### config.mk
export PLATFORM = sky130hd
export DESIGN_NAME = uart_transmitter_flat
export DESIGN_NICKNAME = d
export VERILOG_FILES = /design/src/rtl/uart_transmitter_if.sv /design/src/rtl/uart_transmitter.sv /design/src/flat_wrapper.sv
export SDC_FILE = /design/constraint.sdc
export NUM_CORES = 1
export LEC_CHECK = 0
export CAP_MARGIN = 20
export CORE_MARGIN = 4
export CORE_UTILIZATION = 40
export CTS_CLUSTER_DIAMETER = 100
export DETAILED_ROUTE_END_ITERATION = 10
export HOLD_SLACK_MARGIN = 0.15
export SYNTH_ARGS = -nofsm -noshare
export SYNTH_HDL_FRONTEND = slang
export SYNTH_SLANG_ARGS = --single-unit
export TNS_END_PERCENT = 20
### constraint.sdc
create_clock -name sys_clk -period 2.4 [get_ports sys_clk]
set_clock_uncertainty 0.05 [all_clocks]
set_input_delay 0.48 -clock sys_clk [delete_from_list [all_inputs] [get_ports sys_clk]]
set_output_delay 0.48 -clock sys_clk [all_outputs]
set_load 0.005 [all_outputs]
### src/rtl/uart_transmitter_if.sv
// NIOS-side request/configuration signals and serial-line outputs of the UART transmitter.
// The master drives requests and options; the slave is the transmitter itself.
interface uart_transmitter_if;
    logic [7:0] usr_options;
    logic [7:0] data_out_nios;
    logic       send_data;
    logic       cts_n;
    logic       serial_out;
    logic       tx_busy;
    logic       tx_done;

    modport master (
        output usr_options, data_out_nios, send_data, cts_n,
        input  serial_out, tx_busy, tx_done
    );

    modport slave (
        input  usr_options, data_out_nios, send_data, cts_n,
        output serial_out, tx_busy, tx_done
    );
endinterface

### src/rtl/uart_transmitter.sv
// UART transmit stage: frames one byte per request using the latched usr_options format.
// Define UART_TX_HANDSHAKE_EN to gate requests on a synchronized cts_n when usr_options[5]=1.
module uart_transmitter #(
    parameter int CLK_FREQ = 50_000_000
) (
    input logic               sys_clk,
    input logic               reset,
    uart_transmitter_if.slave bus
);
    typedef enum logic [2:0] {IDLE, START, DATA, PARITY, STOP} state_t;

    localparam logic [15:0] DIV_M1_9600   = 16'(CLK_FREQ / 9600 - 1);
    localparam logic [15:0] DIV_M1_19200  = 16'(CLK_FREQ / 19200 - 1);
    localparam logic [15:0] DIV_M1_57600  = 16'(CLK_FREQ / 57600 - 1);
    localparam logic [15:0] DIV_M1_115200 = 16'(CLK_FREQ / 115200 - 1);

    state_t      state_q, state_d;
    logic [15:0] baud_cnt_q, baud_cnt_d;
    logic [2:0]  bit_idx_q, bit_idx_d;
    logic        stop2_q, stop2_d;
    logic [7:0]  data_q, data_d;
    logic        par_en_q, par_en_d;
    logic        par_odd_q, par_odd_d;
    logic [2:0]  last_idx_q, last_idx_d;
    logic        two_stop_q, two_stop_d;
    logic [1:0]  baud_q, baud_d;
    logic        serial_out_q, serial_out_d;
    logic        tx_busy_q, tx_busy_d;
    logic        tx_done_q, tx_done_d;

    logic        hs_ok;
    logic        bit_end;
    logic        parity_bit;
    logic [2:0]  next_idx;
    logic [15:0] reload;

    function automatic logic [15:0] div_m1(input logic [1:0] sel);
        case (sel)
            2'd0:    return DIV_M1_9600;
            2'd1:    return DIV_M1_19200;
            2'd2:    return DIV_M1_57600;
            default: return DIV_M1_115200;
        endcase
    endfunction

`ifdef UART_TX_HANDSHAKE_EN
    logic cts_meta_q, cts_meta_d;
    logic cts_sync_q, cts_sync_d;

    always_comb begin
        cts_meta_d = bus.cts_n;
        cts_sync_d = cts_meta_q;
    end

    // Synchronizer resets to "not clear" so nothing is sent before cts_n has been seen low.
    always_ff @(posedge sys_clk or posedge reset) begin
        if (reset) begin
            cts_meta_q <= 1'b1;
            cts_sync_q <= 1'b1;
        end else begin
            cts_meta_q <= cts_meta_d;
            cts_sync_q <= cts_sync_d;
        end
    end

    assign hs_ok = !bus.usr_options[5] || !cts_sync_q;
`else
    logic unused_handshake;
    assign unused_handshake = bus.usr_options[5] ^ bus.cts_n;
    assign hs_ok = 1'b1;
`endif

    // Parity covers only the configured data width of the latched byte.
    always_comb begin
        parity_bit = par_odd_q;
        for (int i = 0; i < 8; i++) begin
            if (3'(i) <= last_idx_q) begin
                parity_bit = parity_bit ^ data_q[i];
            end
        end
    end

    always_comb begin
        state_d      = state_q;
        baud_cnt_d   = baud_cnt_q;
        bit_idx_d    = bit_idx_q;
        stop2_d      = stop2_q;
        data_d       = data_q;
        par_en_d     = par_en_q;
        par_odd_d    = par_odd_q;
        last_idx_d   = last_idx_q;
        two_stop_d   = two_stop_q;
        baud_d       = baud_q;
        serial_out_d = serial_out_q;
        tx_busy_d    = tx_busy_q;
        tx_done_d    = 1'b0;
        bit_end      = (baud_cnt_q == 16'd0);
        next_idx     = bit_idx_q + 3'd1;
        reload       = div_m1(baud_q);

        if (state_q != IDLE && !bit_end) begin
            baud_cnt_d = baud_cnt_q - 16'd1;
        end

        case (state_q)
            IDLE: begin
                if (bus.send_data && hs_ok) begin
                    data_d       = bus.data_out_nios;
                    par_en_d     = bus.usr_options[0];
                    par_odd_d    = bus.usr_options[1];
                    last_idx_d   = 3'd7 - {1'b0, bus.usr_options[3:2]};
                    two_stop_d   = bus.usr_options[4];
                    baud_d       = bus.usr_options[7:6];
                    baud_cnt_d   = div_m1(bus.usr_options[7:6]);
                    serial_out_d = 1'b0;
                    tx_busy_d    = 1'b1;
                    state_d      = START;
                end
            end
            START: begin
                if (bit_end) begin
                    state_d      = DATA;
                    bit_idx_d    = 3'd0;
                    serial_out_d = data_q[0];
                    baud_cnt_d   = reload;
                end
            end
            DATA: begin
                if (bit_end) begin
                    baud_cnt_d = reload;
                    if (bit_idx_q == last_idx_q) begin
                        if (par_en_q) begin
                            state_d      = PARITY;
                            serial_out_d = parity_bit;
                        end else begin
                            state_d      = STOP;
                            serial_out_d = 1'b1;
                            stop2_d      = 1'b0;
                        end
                    end else begin
                        bit_idx_d    = next_idx;
                        serial_out_d = data_q[next_idx];
                    end
                end
            end
            PARITY: begin
                if (bit_end) begin
                    state_d      = STOP;
                    serial_out_d = 1'b1;
                    stop2_d      = 1'b0;
                    baud_cnt_d   = reload;
                end
            end
            STOP: begin
                if (bit_end) begin
                    if (two_stop_q && !stop2_q) begin
                        stop2_d    = 1'b1;
                        baud_cnt_d = reload;
                    end else begin
                        state_d    = IDLE;
                        tx_busy_d  = 1'b0;
                        tx_done_d  = 1'b1;
                        baud_cnt_d = 16'd0;
                    end
                end
            end
            default: state_d = IDLE;
        endcase
    end

    always_ff @(posedge sys_clk or posedge reset) begin
        if (reset) begin
            state_q      <= IDLE;
            baud_cnt_q   <= 16'd0;
            bit_idx_q    <= 3'd0;
            stop2_q      <= 1'b0;
            data_q       <= 8'd0;
            par_en_q     <= 1'b0;
            par_odd_q    <= 1'b0;
            last_idx_q   <= 3'd7;
            two_stop_q   <= 1'b0;
            baud_q       <= 2'd0;
            serial_out_q <= 1'b1;
            tx_busy_q    <= 1'b0;
            tx_done_q    <= 1'b0;
        end else begin
            state_q      <= state_d;
            baud_cnt_q   <= baud_cnt_d;
            bit_idx_q    <= bit_idx_d;
            stop2_q      <= stop2_d;
            data_q       <= data_d;
            par_en_q     <= par_en_d;
            par_odd_q    <= par_odd_d;
            last_idx_q   <= last_idx_d;
            two_stop_q   <= two_stop_d;
            baud_q       <= baud_d;
            serial_out_q <= serial_out_d;
            tx_busy_q    <= tx_busy_d;
            tx_done_q    <= tx_done_d;
        end
    end

    assign bus.serial_out = serial_out_q;
    assign bus.tx_busy    = tx_busy_q;
    assign bus.tx_done    = tx_done_q;
endmodule
### src/flat_wrapper.sv
// flat-port wrapper written by rule: the top's interface ports become plain ports
module uart_transmitter_flat 
#(
    parameter int CLK_FREQ = 50_000_000
)
  (sys_clk, reset, bus_usr_options, bus_data_out_nios, bus_send_data, bus_cts_n, bus_serial_out, bus_tx_busy, bus_tx_done);
  uart_transmitter_if bus_i ();
  input logic sys_clk;
  input logic reset;
  input wire logic [$bits(bus_i.usr_options)-1:0] bus_usr_options;
  input wire logic [$bits(bus_i.data_out_nios)-1:0] bus_data_out_nios;
  input wire logic [$bits(bus_i.send_data)-1:0] bus_send_data;
  input wire logic [$bits(bus_i.cts_n)-1:0] bus_cts_n;
  output wire logic [$bits(bus_i.serial_out)-1:0] bus_serial_out;
  output wire logic [$bits(bus_i.tx_busy)-1:0] bus_tx_busy;
  output wire logic [$bits(bus_i.tx_done)-1:0] bus_tx_done;
  assign bus_i.usr_options = bus_usr_options;
  assign bus_i.data_out_nios = bus_data_out_nios;
  assign bus_i.send_data = bus_send_data;
  assign bus_i.cts_n = bus_cts_n;
  assign bus_serial_out = bus_i.serial_out;
  assign bus_tx_busy = bus_i.tx_busy;
  assign bus_tx_done = bus_i.tx_done;
  uart_transmitter #(.CLK_FREQ(CLK_FREQ)) u_core (.sys_clk(sys_clk), .reset(reset), .bus(bus_i));
endmodule
# [Word-level counts from Yosys, hierarchy flattened]
# Index checks and enable logic that the tools add are counted.
[totals] output_inout_bits=3 ff_bits=42
[classes] n_eq_ne=19 add_sub_neg=3 mux=52 n_lt_le_gt_ge=9 bitwise=8 reduce_logical=20
[ops] cell="13-bit one-hot mux with 3 select lines" count=2
[ops] cell="16-bit two-way mux" count=4
[ops] cell="16-bit one-hot mux with 3 select lines" count=1
[ops] cell="3-bit two-way mux" count=11
[ops] cell="1-bit two-way mux" count=27
[ops] cell="16-bit logical NOT" count=1
[ops] cell="16-bit by 1-bit subtractor with 16-bit output (second input constant)" count=1
[ops] cell="3-bit one-hot mux with 5 select lines" count=1
[ops] cell="7-bit AND reduction" count=2
[ops] cell="13-bit two-way mux" count=1
[ops] cell="3-bit less-or-equal comparator (first input constant)" count=4
[ops] cell="2-bit by 1-bit != test with 1-bit output (second input constant)" count=6
[ops] cell="2-bit != test (second input constant)" count=4
[ops] cell="4-bit AND reduction" count=2
[ops] cell="1-bit XOR" count=8
[ops] cell="3-bit by 2-bit equality test with 1-bit output (second input constant)" count=2
[ops] cell="1-bit by 3-bit less-or-equal comparator with 1-bit output (first input constant)" count=2
[ops] cell="2-bit by 3-bit less-or-equal comparator with 1-bit output (first input constant)" count=2
[ops] cell="3-bit one-hot mux with 2 select lines" count=1
[ops] cell="3-bit nonzero test" count=2
[ops] cell="5-bit AND reduction" count=1
[ops] cell="2-bit by 1-bit equality test with 1-bit output (second input constant)" count=2
[ops] cell="2-bit equality test (second input constant)" count=2
[ops] cell="2-bit logical NOT" count=2
[ops] cell="other kinds (17)" count=20

# [Logic depth before layout (Yosys ltp)]
[depth] ltp_word=20 mapped_depth=9 ltp_nobuf=7

# [Worst setup path before layout]
# Ideal clock, no wire load.
[synth_path] kind="register to register" from="reg u_core.baud_cnt_q[0]" to="reg u_core.baud_cnt_q[8]" slack_ns=0.321 n_path_buf=0 synth_period_minus_slack_ns=2.079 arrival_ns=1.898 path_stages_with_launch=8 path_cell_list="dfrtp_1 -> inv_1 -> ha_1 -> or3b_1 -> nor2_1 -> nand2_1 -> o311a_1 -> or3_1"
[synth_via] elab_chain_len=6
[synth_rtl] element="from (decl)" line="uart_transmitter.sv:18" source="logic [15:0] baud_cnt_q, baud_cnt_d;"
[synth_rtl] element="from (signal assigned)" line="uart_transmitter.sv:188" source="baud_cnt_q <= baud_cnt_d;"
[synth_rtl] element="parallel branches: the longest is 5 deep, another holds 16-bit by 1-bit subtractor with 16-bit output"
[synth_rtl] element="16-bit one-hot mux with 3 select lines (*)" line="uart_transmitter.sv:105" source="case (state_q)"
[synth_rtl] element="via u_core.baud_cnt_d[8]" line="uart_transmitter.sv:18"
# Mark *: on every way through the listed nets, which the timed path passes.
# A chain may end at the register's enable or synchronous reset.

# [Worst setup path in the final report]
[layout_path] from="reg u_core.baud_cnt_q[1]" to="reg u_core.baud_cnt_q[8]"
# The elaborated chain is that of the path after synthesis.

==> metrics.txt <==
TritonCTS clock tree=built; FFs w/ async S/R, synth=100%; Placed Cells=392; switching part of the total=21.6%; GP Congestion=0.832; die area=7880 um2; Crit. End Element=register; worst-case clock buffer depth=2; Mapped Area=2610 um2; vias in the first global route=2,145; Max Clk Rate=448 MHz; sequential share of power=52.4%; fin crit period=2.23 ns; die height=88.8 um; final std cells w/o fill=400; startpoint types=register; top cell type's share of synthesized area=36.5%; Hold Path Class=reg2reg; initial antenna violation count=0; gr usage total=16.3%; drc violations=0; pin count of the biggest net entering global routing=42; Clock Tree Root=clkbuf_8; net switching power=285 uW; Routed Antenna Nets=0; fillers=601; Cells after Synth=291; post-synth top area cell=dfrtp_1; core box area=6350 um2; Max-Cap Viols=0; RR Startpoint=u_core.baud_cnt_q[1]; H-tree depth=2; HP Start=u_core.par_odd_q; # rows=29; DR vias=2,220; synth unique cells=55; R2R depth=7; crit share post-route=93.1%; Clock Sink Count=41; Peak supply drop=0.000332 V; Nets=354; transition time of the tightest slew-check pin=0.530 ns; total gr overflow=0; pins over their slew limit=0; initial core utilization=41.1%; # port buffers=20; Post-DP HPWL=4410 um; number of synthesized flops with an enable pin=0; max_slew headroom=64.7%; Worst EP required=2.53 ns; DRT iter0 DRCs=99; first-pass GRT wire length=10,100 um; Static Leak=1.35 nW; IO Count=23; CP arrival=2.36 ns; hold depth=2; status=completed; flop-to-flop setup slack=0.17 ns; routed wire length=6080 um; dominant synthesized flop cell=dfrtp_1; Initial DRT Pass Iterations=4; Seq/Total Area, Yosys=39.5%; Internal Power=1.03 mW; CTS Buf Count=5; layout cells sized above 1=12.4%; Synth warnings=0; worst reg2reg endpoint=u_core.baud_cnt_q[8]; Clk pwr share=43.3%; latest clock arrival within the worst-skew pair=0.29 ns; Fin Setup TNS=0 ns; Final Hold Vio Count=0; clk slew on worst S/H paths=0.09 ns; worst-path fanout max=6; Die W=88.8 um; syn_area_per_cell=8.96 um2; WS Path Type=reg2reg; Layout area overhead=18.0%; Via density=5.55; Synth Net Count=323; PwrDens=428 nW/um2; synth top area cells=dfrtp_1 (36%), nand2_1 (7.6%), ha_1 (5.8%); Logic pwr share=4.3%; #FFs+latches synth=41; per-cell routed wire length=15.2 um; Hold EP=u_core.par_odd_q; Antenna Cells=0; Post-CTS Hold Buffers=0; final setup violation count=0; RSZ-0062 raised after global routing=no
[worst max path at each step]
stage	startpoint	end	slack, ns
final	u_core.baud_cnt_q[1]	u_core.baud_cnt_q[8]	0.17
after global routing	u_core.baud_cnt_q[1]	u_core.baud_cnt_q[8]	0.03
after CTS	u_core.baud_cnt_q[1]	u_core.baud_cnt_q[8]	0.14
after detailed placement	u_core.baud_cnt_q[1]	u_core.baud_cnt_q[8]	0.16
after global placement	u_core.baud_cnt_q[1]	u_core.baud_cnt_q[8]	0.20
after floorplan	u_core.baud_cnt_q[0]	u_core.baud_cnt_q[8]	0.32
[stage by stage]
stage,hold WS (ns),area (um2),util [%],setup slack (ns),power [mW]
after detailed placement,0.442,2960,46.6,0.156,0.762
after CTS,0.465,3080,48.5,0.136,1.33
after global routing,0.484,3080,48.5,0.0285,1.36
final,0.456,3080,48.5,0.166,1.32
after global placement,0.438,2960,46.6,0.195,0.762
after floorplan,0.407,2610,-,0.321,0.722
[Yosys cell counts (3+ instances only)]
library cell  number
nor2b_1            3
dfrtp_1           38
nand3_1            4
nor4_1             9
buf_2              6
a21oi_1           11
clkbuf_1           5
inv_1             10
or3_1              6
nand2b_1           4
o31ai_1            3
o311ai_0           3
and2_1             3
nand2_1           53
xnor2_1            9
a32o_1             3
a22oi_1            3
ha_1              12
dfstp_2            3
nor3_1            12
nor2_1            16
o21ai_0           25
xor2_1             6
[cell families (layout without fill, tap and decap cells)]
kind of cell	Yosys count	count (layout)	synth area share (%)
and+or+nand+nor	126	126	24.6
xor gates and xnor gates	16	16	5.90
muxes	4	4	2.54
buffers and inverters	23	55	4.17
AOI/OAI and AO/OA	69	69	17.6
adders and majority gates	12	12	5.76
DFF	41	41	39.5
[metal layers]
metal / part of all wire, % / track usage, % / vias to the layer above / routed length [um]
met5: 0 / 0 / - / 0
met4: 1.5 / 5.22 / 0 / 93
met3: 3.2 / 3.07 / 10 / 194
met2: 44 / 24.6 / 39 / 2680
met1: 51 / 23.5 / 1065 / 3110
li1: - / - / 1106 / -
[cell type report]
cell class	count	area, um2	area share (%)
flip-flops and latches	41	1030	33.4
inverters	10	37.5	1.22
clock inverters	3	46.3	1.50
clock buffers	5	68.8	2.23
repair buffers	37	328	10.6
multi-input cells	227	1470	47.8
well taps	77	96.3	3.13
[repair_timing]
action                                  in CTS  in global routing
buffers inserted                             0                  0
gates resized for setup                      0                  1
hold endpoints to repair                     0                  0
endpoints found under the setup margin       0                  1
[sequential cells by signal, summed over array words and instances, names as in the netlist]
signal / cells
u_core.baud_cnt_q: 16
u_core.data_q: 8
u_core.bit_idx_q: 3
u_core.state_q: 3
u_core.baud_q: 2
u_core.last_idx_q: 2
u_core.bus.serial_out: 1
u_core.bus.tx_busy: 1
u_core.bus.tx_done: 1
u_core.par_en_q: 1
u_core.par_odd_q: 1
u_core.stop2_q: 1
u_core.two_stop_q: 1
[critical path: stages (launching register included)]
cell	delay, ns
dfrtp_1	0.39
inv_1	0.08
ha_1	0.21
or3b_1	0.41
nor2_1	0.19
nand2_2	0.13
o311a_1	0.30
or3_1	0.36
[layout by cell type, fill, tap and decap left out, types with 3 or more instances in the layout]
cell | netlist | routed
clkdlybuf4s50_1 | 0 | 20
dfrtp_1 | 38 | 38
nor4_1 | 9 | 9
xor2_1 | 6 | 6
a32o_1 | 3 | 3
o21ai_0 | 25 | 25
ha_1 | 12 | 12
xnor2_1 | 9 | 9
nand2b_1 | 4 | 4
nand3_1 | 4 | 4
nand2_1 | 53 | 52
a21oi_1 | 11 | 11
a22oi_1 | 3 | 3
o31ai_1 | 3 | 3
o311ai_0 | 3 | 3
inv_1 | 10 | 10
nor3_1 | 12 | 12
buf_4 | 0 | 17
dfstp_2 | 3 | 3
and2_1 | 3 | 3
clkbuf_8 | 0 | 5
nor2b_1 | 3 | 3
or3_1 | 6 | 6
nor2_1 | 16 | 16
[power groups by stage]
| stage | Clock [mW] | Combinational [mW] | Sequential [mW] |
|---|---|---|---|
| floorplan | 0 | 0.0185 | 0.704 |
| global placement | 0 | 0.0577 | 0.704 |
| detailed placement | 0 | 0.0577 | 0.704 |
| CTS | 0.585 | 0.0580 | 0.690 |
| global route | 0.611 | 0.0629 | 0.691 |
| finish | 0.571 | 0.0566 | 0.690 |
No activity file was read; power rests on OpenSTA's default activity.
